### src/rtl/wave_sequencer.sv
// wave_sequencer: 4-slot playlist controller driving wave select, generator enable and status LED.
// Optional one-shot mode (stop after slot 3 instead of wrapping) is enabled by defining WAVE_SEQ_ONESHOT_EN.
module wave_sequencer #(
    parameter int DWELL_W       = 16,
    parameter int DEFAULT_DWELL = 1000,
    parameter int GAP_TICKS     = 2
) (
    input  logic               clk,
    input  logic               rst,
    input  logic               start_stop,
    input  logic               step,
    input  logic               tick,
    input  logic               wr_en,
    input  logic [1:0]         wr_addr,
    input  logic [1:0]         wr_sel,
    input  logic [DWELL_W-1:0] wr_dwell,
    output logic [1:0]         sel,
    output logic               gen_ena,
    output logic [2:0]         rgb,
    output logic [1:0]         slot,
    output logic               busy
`ifdef WAVE_SEQ_ONESHOT_EN
    ,
    input  logic               oneshot,
    output logic               done
`endif
);
    typedef enum logic [1:0] {S_IDLE, S_RUN, S_GAP, S_ERROR} state_t;
    localparam int GAP_W = (GAP_TICKS > 1) ? $clog2(GAP_TICKS) : 1;
    localparam logic [GAP_W-1:0] GAP_LAST = GAP_W'((GAP_TICKS > 0) ? GAP_TICKS - 1 : 0);
    localparam logic [DWELL_W-1:0] DWELL_RST = DWELL_W'(DEFAULT_DWELL);
    state_t             state_q, state_d;
    logic [1:0]         slot_q, slot_d;
    logic [DWELL_W-1:0] dwell_cnt_q, dwell_cnt_d;
    logic [GAP_W-1:0]   gap_cnt_q, gap_cnt_d;
    logic [1:0]         cur_sel_q, cur_sel_d;
    logic [DWELL_W-1:0] cur_dwell_q, cur_dwell_d;
    logic               done_q, done_d;
    logic [1:0]         pl_sel_q [4];
    logic [DWELL_W-1:0] pl_dwell_q [4];
    logic [1:0]         nxt_slot;
    logic               adv, expire, last_stop;
    function automatic logic [2:0] rgb_of(input logic [1:0] s);
        return (s == 2'd0) ? 3'b000 : (s == 2'd1) ? 3'b110 : (s == 2'd2) ? 3'b101 : 3'b011;
    endfunction
`ifdef WAVE_SEQ_ONESHOT_EN
    assign last_stop = oneshot && slot_q == 2'd3;
    assign done      = done_q;
`else
    assign last_stop = 1'b0;
`endif
    assign nxt_slot = slot_q + 2'd1;
    // Playlist storage; writes land at any time, the running slot uses its latched copy.
    always_ff @(posedge clk) begin
        if (rst) begin
            for (int i = 0; i < 4; i++) begin
                pl_sel_q[i]   <= (i == 3) ? 2'd0 : 2'(i + 1);
                pl_dwell_q[i] <= DWELL_RST;
            end
        end else if (wr_en) begin
            pl_sel_q[wr_addr]   <= wr_sel;
            pl_dwell_q[wr_addr] <= wr_dwell;
        end
    end
    // Sequencer state, counters and the latched settings of the active slot.
    always_ff @(posedge clk) begin
        if (rst) begin
            state_q     <= S_IDLE;
            slot_q      <= 2'd0;
            dwell_cnt_q <= '0;
            gap_cnt_q   <= '0;
            cur_sel_q   <= 2'd0;
            cur_dwell_q <= '0;
            done_q      <= 1'b0;
        end else begin
            state_q     <= state_d;
            slot_q      <= slot_d;
            dwell_cnt_q <= dwell_cnt_d;
            gap_cnt_q   <= gap_cnt_d;
            cur_sel_q   <= cur_sel_d;
            cur_dwell_q <= cur_dwell_d;
            done_q      <= done_d;
        end
    end
    // Next state: start_stop beats step beats tick; advancing always re-latches the slot settings.
    always_comb begin
        state_d     = state_q;
        slot_d      = slot_q;
        dwell_cnt_d = dwell_cnt_q;
        gap_cnt_d   = gap_cnt_q;
        cur_sel_d   = cur_sel_q;
        cur_dwell_d = cur_dwell_q;
        done_d      = 1'b0;
        adv         = 1'b0;
        expire      = 1'b0;
        case (state_q)
            S_IDLE: begin
                if (start_stop) begin
                    state_d     = S_RUN;
                    dwell_cnt_d = '0;
                    gap_cnt_d   = '0;
                    cur_sel_d   = pl_sel_q[slot_q];
                    cur_dwell_d = pl_dwell_q[slot_q];
                end else if (step) begin
                    slot_d = nxt_slot;
                end
            end
            S_RUN: begin
                if (start_stop) begin
                    state_d = S_IDLE;
                end else if (step) begin
                    adv = 1'b1;
                end else if (cur_dwell_q == '0) begin
                    expire = 1'b1;
                end else if (tick) begin
                    if (dwell_cnt_q == cur_dwell_q - DWELL_W'(1)) begin
                        if (GAP_TICKS == 0) begin
                            expire = 1'b1;
                        end else begin
                            state_d   = S_GAP;
                            gap_cnt_d = '0;
                        end
                    end else begin
                        dwell_cnt_d = dwell_cnt_q + DWELL_W'(1);
                    end
                end
            end
            S_GAP: begin
                if (start_stop) begin
                    state_d = S_IDLE;
                end else if (step) begin
                    adv = 1'b1;
                end else if (tick) begin
                    if (gap_cnt_q == GAP_LAST) expire = 1'b1;
                    else gap_cnt_d = gap_cnt_q + GAP_W'(1);
                end
            end
            S_ERROR: state_d = S_ERROR;
            default: state_d = S_ERROR;
        endcase
        if (adv || expire) begin
            state_d     = S_RUN;
            slot_d      = nxt_slot;
            dwell_cnt_d = '0;
            gap_cnt_d   = '0;
            cur_sel_d   = pl_sel_q[nxt_slot];
            cur_dwell_d = pl_dwell_q[nxt_slot];
        end
        if (expire && last_stop) begin
            state_d = S_IDLE;
            slot_d  = 2'd0;
            done_d  = 1'b1;
        end
    end
    // Outputs decode from the state and the latched settings of the active slot.
    always_comb begin
        sel     = (state_q == S_RUN) ? cur_sel_q : 2'd0;
        gen_ena = (state_q == S_RUN) && (cur_sel_q != 2'd0);
        rgb     = (state_q == S_RUN) ? rgb_of(cur_sel_q) : (state_q == S_ERROR) ? 3'b100 : 3'b000;
        slot    = slot_q;
        busy    = (state_q == S_RUN) || (state_q == S_GAP);
    end
endmodule
### config.mk
export PLATFORM = sky130hd
export DESIGN_NAME = wave_sequencer
export DESIGN_NICKNAME = d
export VERILOG_FILES = /design/src/rtl/wave_sequencer.sv
export SDC_FILE = /design/constraint.sdc
export NUM_CORES = 1
export LEC_CHECK = 0
export CORE_MARGIN = 3
export CORE_UTILIZATION = 40
export CTS_CLUSTER_SIZE = 20
export DETAILED_ROUTE_END_ITERATION = 7
export DONT_BUFFER_PORTS = 1
export GPL_ROUTABILITY_DRIVEN = 0
export GPL_TIMING_DRIVEN = 1
export PLACE_DENSITY = 0.63
export SYNTH_ARGS = -nofsm -noshare
export SYNTH_HDL_FRONTEND = slang
export SYNTH_SLANG_ARGS = --single-unit
### constraint.sdc
create_clock -name clk -period 4.3 [get_ports clk]
set_input_delay 0.645 -clock clk [delete_from_list [all_inputs] [get_ports clk]]
set_output_delay 0.645 -clock clk [all_outputs]
set_load 0.02 [all_outputs]
==> flow_metrics.py, run 1 <==
metrics = {
    "floorplanning": {
        "die_h_um": 131,
        "rows": 45,
        "dieArea_um2": 17200,
        "initial_core_util_pct": 41.0,
        "io_pins": 35,
        "core-area_um2": 15300,
        "chipWidth_um": 131,
    },
    "synth": {
        "ys_seq_area_share_pct": 47.7,
        "yosysUniqueCellTypes": 50,
        "synth-main-ff-cell": "edfxtp_1",
        "syn_area_um2": 6260,
        "synth_top_area_share_pct": 34.6,
        "ys_async_sr_fraction_pct": 0,
        "syn_inst": 557,
        "yosys-top-cells-area": "edfxtp_1 35%, dfxtp_1 13%, mux4_2 13%",
        "synthesis.nets": 593,
        "postSynthAreaPerCell_um2": 11.2,
        "yosysMostFrequentCell": "edfxtp_1",
        "synth_seq_cells": 113,
        "synth_edf_count": 72,
        "yosysTopAreaCell": "edfxtp_1",
        "yosysWarningCount": 0,
        "synthTopCellsByCount": "72 x edfxtp_1, 44 x and2_1, 44 x nor2_1",
    },
    "pwr": {
        "p_sw_share_pct": 26.1,
        "pwr_density_cell_nw_per_um2": 438,
        "p_seq_share_pct": 42.3,
        "clockPowerShare_pct": 43.8,
        "combPwrFrac_pct": 13.9,
        "power_leakage_uw": 0.00232,
        "cell_internal_pwr_uw": 2280,
        "switchingPower_uw": 808,
        "max-vdd-ir-drop_uv": 276,
        "finalPower_uw": 3090,
    },
    "clocking": {
        "cts_sinks": 113,
        "hold_buffers": 0,
        "cts_buffers": 17,
        "ctsResizeCount": 0,
        "cts_setup_buffers": 0,
        "ctsHtreeMaxLevel": 4,
        "worstSkewPairLatency_ps": 420,
        "clock-root-buffer": "clkbuf_16",
        "cts_tree": "built",
        "clk_pin_slew_ps": 50,
        "cts_buffer_depth": 2,
    },
    "global_route": {
        "track_usage_pct": 17.8,
        "grt_max_degree": 41,
        "grt_overflow": 0,
        "grt_pass1_wl_um": 23500,
        "antenna_found_initial": 0,
        "grt_pass1_vias": 4508,
    },
    "sta": {
        "finalHoldViolCount": 0,
        "slew_headroom_pct": 35.3,
        "worst_pin_slew_ps": 969,
        "setup_violations": 0,
        "fmax_mhz": 312,
        "hold_slack_ps": 317,
        "skew_ps": 8.18,
        "rsz0062_at_grt": "no",
        "finalMaxSlewViolations": 0,
        "layout_min_cycle_time_ps": 3210,
        "finalCritPeriodShare_pct": 74.6,
        "setup_tns_ps": 0,
        "setup_slack_ps": 1090,
    },
    "min_path": {
        "hold_class": "primary input to flop",
        "min_from": "rst",
    },
    "critical_path": {
        "end_kind": "flop",
        "crit_path_start_kind": "flop",
        "critPathRequiredTime_ps": 4650,
        "cp.arrival_ps": 3560,
        "critPathKind": "flop to flop",
        "startpoint": "cur_dwell_q[2]",
        "worstPathMaxFanout": 10,
        "worstReg2RegStart": "cur_dwell_q[2]",
    },
    "detailed_routing": {
        "drc": 0,
        "wl_um": 14400,
        "drt_iter0_markers": 300,
        "routedWlPerCell_um": 18.5,
        "via_count": 4361,
        "drtPass1Iterations": 5,
        "antenna_left": 0,
        "via_per_inst": 5.61,
    },
    "placement": {
        "dp_slack_ps": 1100,
        "dp_hpwl_um": 9480,
        "io_buffers": 0,
    },
    "outcome": {
        "outcome": "completed",
    },
    "layout": {
        "drive_gt1_share_pct": 17.0,
        "n_antenna_cell": 0,
        "fin_nets": 589,
        "area_growth_pct": 12.7,
        "utilization_pct": 46.2,
    },
    "flow_run": {
        "max_cap_violations": 0,
    },
}
## registers in the layout, summed over array words and instances (netlist names), named ones only
signal       count
pl_dwell_q      64
cur_dwell_q     16
dwell_cnt_q     16
pl_sel_q         8
cur_sel_q        2
slot             2
state_q          2
gap_cnt_q        1
## metrics by stage
stage	std cells	area (µm²)
2_1_floorplan	557	6260
3_3_place_gp	745	6480
3_5_place_dp	745	6480
4_1_cts	777	7050
5_1_grt	777	7050
6_report	777	7050
## power groups by stage
stage / Clock, µW / Combinational (µW) / Sequential (µW)
after floorplan: 0 / 367 / 1290
after global placement: 0 / 420 / 1320
after detailed placement: 0 / 431 / 1330
after CTS: 1370 / 433 / 1310
after global routing: 1420 / 472 / 1320
final: 1350 / 430 / 1310
## cells in the final DEF (no fill, tap or decap), types with 5 or more instances in the layout
cell type / instances
a211oi_1: 8
a21oi_1: 13
a311oi_1: 18
and2_1: 44
and3_1: 5
buf_4: 11
clkbuf_16: 17
dfxtp_1: 40
edfxtp_1: 72
ha_1: 10
inv_1: 12
mux4_2: 36
nand2_1: 39
nand2b_1: 37
nand3_1: 30
nand4_1: 5
nor2_1: 44
nor2b_1: 6
nor3_1: 6
o21ai_0: 8
or2_2: 5
or3_1: 6
or4_1: 6
xnor2_1: 21
xor2_1: 6
## logic make-up after synthesis
logic type / after synthesis / share of synthesized area (%)
AND/OR/NAND/NOR: 253 / 21.9
flip-flops: 113 / 47.7
AO/OA/AOI/OAI: 68 / 8.08
buffers and inverters: 46 / 2.92
multiplexers: 40 / 13.7
XOR/XNOR: 27 / 3.78
adder cells (fa/ha/maj): 10 / 2.00
## routing by layer
metal | wire length [µm] | up-vias | GRT usage (%)
met5 | 0 | - | 0
met4 | 221 | 0 | 6.23
met3 | 754 | 19 | 4.86
li1 | - | 2063 | -
met2 | 7450 | 116 | 30.8
met1 | 5930 | 2163 | 21.5
## cell type report
cell class | instances | area (µm²)
Clock inverter | 14 | 141
Tap cell | 211 | 264
Timing Repair Buffer | 11 | 82.6
Sequential cell | 113 | 2980
Inverter | 12 | 45.0
Multi-Input combinational cell | 398 | 3110
Fill cell | 1407 | 8210
Clock buffer | 18 | 429
## final timing paths
| check | end | slack [ps] | cells after the start |
|---|---|---|---|
| max | dwell_cnt_q[1] | 1090 | 8 |
| min | cur_sel_q[1] | 320 | 1 |
| max reg2reg | dwell_cnt_q[1] | 1090 | 8 |
| min reg2reg | cur_sel_q[1] | 510 | 2 |
## critical path: stages, from the launching register on
cell and delay [ps]:
dfxtp_1 370, or4_1 670, or4_1 440, a211oi_1 240, nor3_1 120, or4_4 570
nand2b_1 280, mux2_2 380, nor2_1 80
No activity file was read; power rests on OpenSTA's default activity.
==> inputs of run 2 (changes only) <==
==> constraint.sdc (replaced) <==
create_clock -name clk -period 3 [get_ports clk]
set_input_delay 0.45 -clock clk [delete_from_list [all_inputs] [get_ports clk]]
set_output_delay 0.45 -clock clk [all_outputs]
set_load 0.02 [all_outputs]
==> run 2 against run 1 <==
Against the previous run:
- global-route usage rose by 0.80 points
- final area rose by 2.4%
- clock skew is 8.4 ps higher
- worst setup slack got worse by 950 ps
- sequential power increased by 42%
- critical path type unchanged
- critical endpoint is now dwell_cnt_q[0]
- largest power group unchanged
==> flow_metrics.py, run 2 (synthesis results as in run 1) <==
metrics = {
    "detailed_routing": {
        "routedWlPerCell_um": 18.6,
        "drt_iter0_markers": 351,
        "antenna_left": 0,
        "drc": 0,
        "via_count": 4436,
        "wl_um": 14700,
        "drtPass1Iterations": 5,
        "via_per_inst": 5.59,
    },
    "sta": {
        "finalMaxSlewViolations": 0,
        "finalHoldViolCount": 0,
        "setup_slack_ps": 143,
        "setup_violations": 0,
        "slew_headroom_pct": 31.5,
        "setup_tns_ps": 0,
        "layout_min_cycle_time_ps": 2860,
        "finalCritPeriodShare_pct": 95.2,
        "worst_pin_slew_ps": 1030,
        "fmax_mhz": 350,
        "rsz0062_at_grt": "no",
        "skew_ps": 16.6,
    },
    "critical_path": {
        "cp.arrival_ps": 3200,
        "slowest_stage": "or4_4",
        "critPathKind": "flop to flop",
        "critPathRequiredTime_ps": 3340,
        "end_kind": "flop",
        "path_cells": "or3_4 -> or3_4 -> a2111oi_4 -> buf_4 -> nand4_1 -> or4_4 -> nand2b_4 -> mux2_2 -> nor2_1",
        "crit_path_max_incr_delay_ps": 620,
        "worstPathMaxFanout": 4,
        "crit_path_start_kind": "flop",
        "cp.buffers_inverters": 1,
        "cp_common_cell": "or3_4",
        "crit_family": "simple AND/OR/NAND/NOR gates",
    },
    "layout": {
        "area_growth_pct": 15.5,
        "utilization_pct": 47.3,
        "n_fill_cell": 1356,
        "final_common_cell": "edfxtp_1",
        "n_antenna_cell": 0,
        "drive_gt1_share_pct": 20.4,
        "final_cell_mix": "72 x edfxtp_1, 44 x nor2_1, 44 x and2_1",
        "regMostFlops": "pl_dwell_q",
        "reg_top3": "pl_dwell_q: 64 flops, cur_dwell_q: 16 flops, dwell_cnt_q: 16 flops",
        "fin_nets": 605,
        "largest_reg_flops": 64,
    },
    "global_route": {
        "top_usage_layer": "met2",
        "antenna_found_initial": 0,
        "grt_overflow": 0,
        "met3_usage_pct": 7.01,
        "met1_usage_pct": 22.9,
        "grt_pass1_vias": 4613,
        "track_usage_pct": 18.6,
        "use_met2_pct": 30.7,
        "grt_max_degree": 34,
        "grt_pass1_wl_um": 24500,
    },
    "pwr": {
        "pwr_density_cell_nw_per_um2": 618,
        "max-vdd-ir-drop_uv": 509,
        "power_leakage_uw": 0.00242,
    },
    "floorplanning": {
        "dieArea_um2": 17200,
        "core-area_um2": 15300,
        "chipWidth_um": 131,
        "io_pins": 35,
        "die_h_um": 131,
        "initial_core_util_pct": 41.0,
        "rows": 45,
    },
    "clocking": {
        "worstSkewPairLatency_ps": 420,
        "clk_pin_slew_ps": 50,
        "ctsHtreeMaxLevel": 4,
        "cts_buffer_depth": 2,
        "clock-root-buffer": "clkbuf_16",
        "cts_setup_buffers": 0,
        "cts_buffers": 17,
        "cts_sinks": 113,
        "cts_tree": "built",
        "hold_buffers": 0,
    },
    "placement": {
        "dp_slack_ps": -10.9,
        "dp_hpwl_um": 9800,
        "io_buffers": 0,
    },
    "min_path": {
        "hold_class": "primary input to flop",
    },
    "flow_run": {
        "max_cap_violations": 0,
    },
    "outcome": {
        "outcome": "completed",
    },
}
run 2: changes by cell type in the layout (fill, tap and decap cells not counted), moves of 2 or more:
cell / change
buf_4: +16
inv_6: +2
or3_1: -2
or3_4: +2
run 2: routing by layer:
layer | part of all wire (%) | vias up | wire length [µm]
met5 | 0 | - | 0
met4 | 1.4 | 0 | 213
met2 | 50 | 131 | 7310
met1 | 42 | 2190 | 6140
li1 | - | 2095 | -
met3 | 7.3 | 20 | 1070
run 2: final timing paths:
path / startpoint / end / slack (ps) / cells after the start
setup / recovery: cur_dwell_q[2] / dwell_cnt_q[0] / 140 / 9
hold / removal: rst / cur_dwell_q[0] / 90 / 1
setup reg to reg: cur_dwell_q[2] / dwell_cnt_q[0] / 140 / 9
hold reg to reg: cur_sel_q[1] / cur_sel_q[1] / 510 / 2
run 2: report_power, final:
part | leakage, µW | switching, µW | internal (µW)
logic | 0.00111 | 364 | 327
clock network | 0.000274 | 723 | 1190
registers | 0.00104 | 90.9 | 1770
total | 0.00242 | 1180 | 3280
run 2: timing repair:
item                                    CTS  global route
endpoints found under the setup margin    1             6
resized for setup                         3             6
pin swaps                                 0             5
run 2: through the flow:
stage          cell area [µm²]  power [µW]  cells  hold WS, ps
3_5_place_dp              6610        2560    761          504
4_1_cts                   7190        4480    793         95.7
5_1_grt                   7220        4660    793         82.5
3_3_place_gp              6610        2540    761          502
6_report                  7220        4460    793         94.4
2_1_floorplan             6270        2380    557          475
run 2: final cells by class:
type | instances | area (µm²) | area share, %
Clock buffer | 20 | 458 | 6.34
Timing Repair Buffer | 27 | 203 | 2.81
Tap cell | 211 | 264 | 3.65
Multi-Input combinational cell | 398 | 3160 | 43.8
Sequential cell | 113 | 2980 | 41.3
Clock inverter | 12 | 108 | 1.49
Inverter | 12 | 45.0 | 0.623
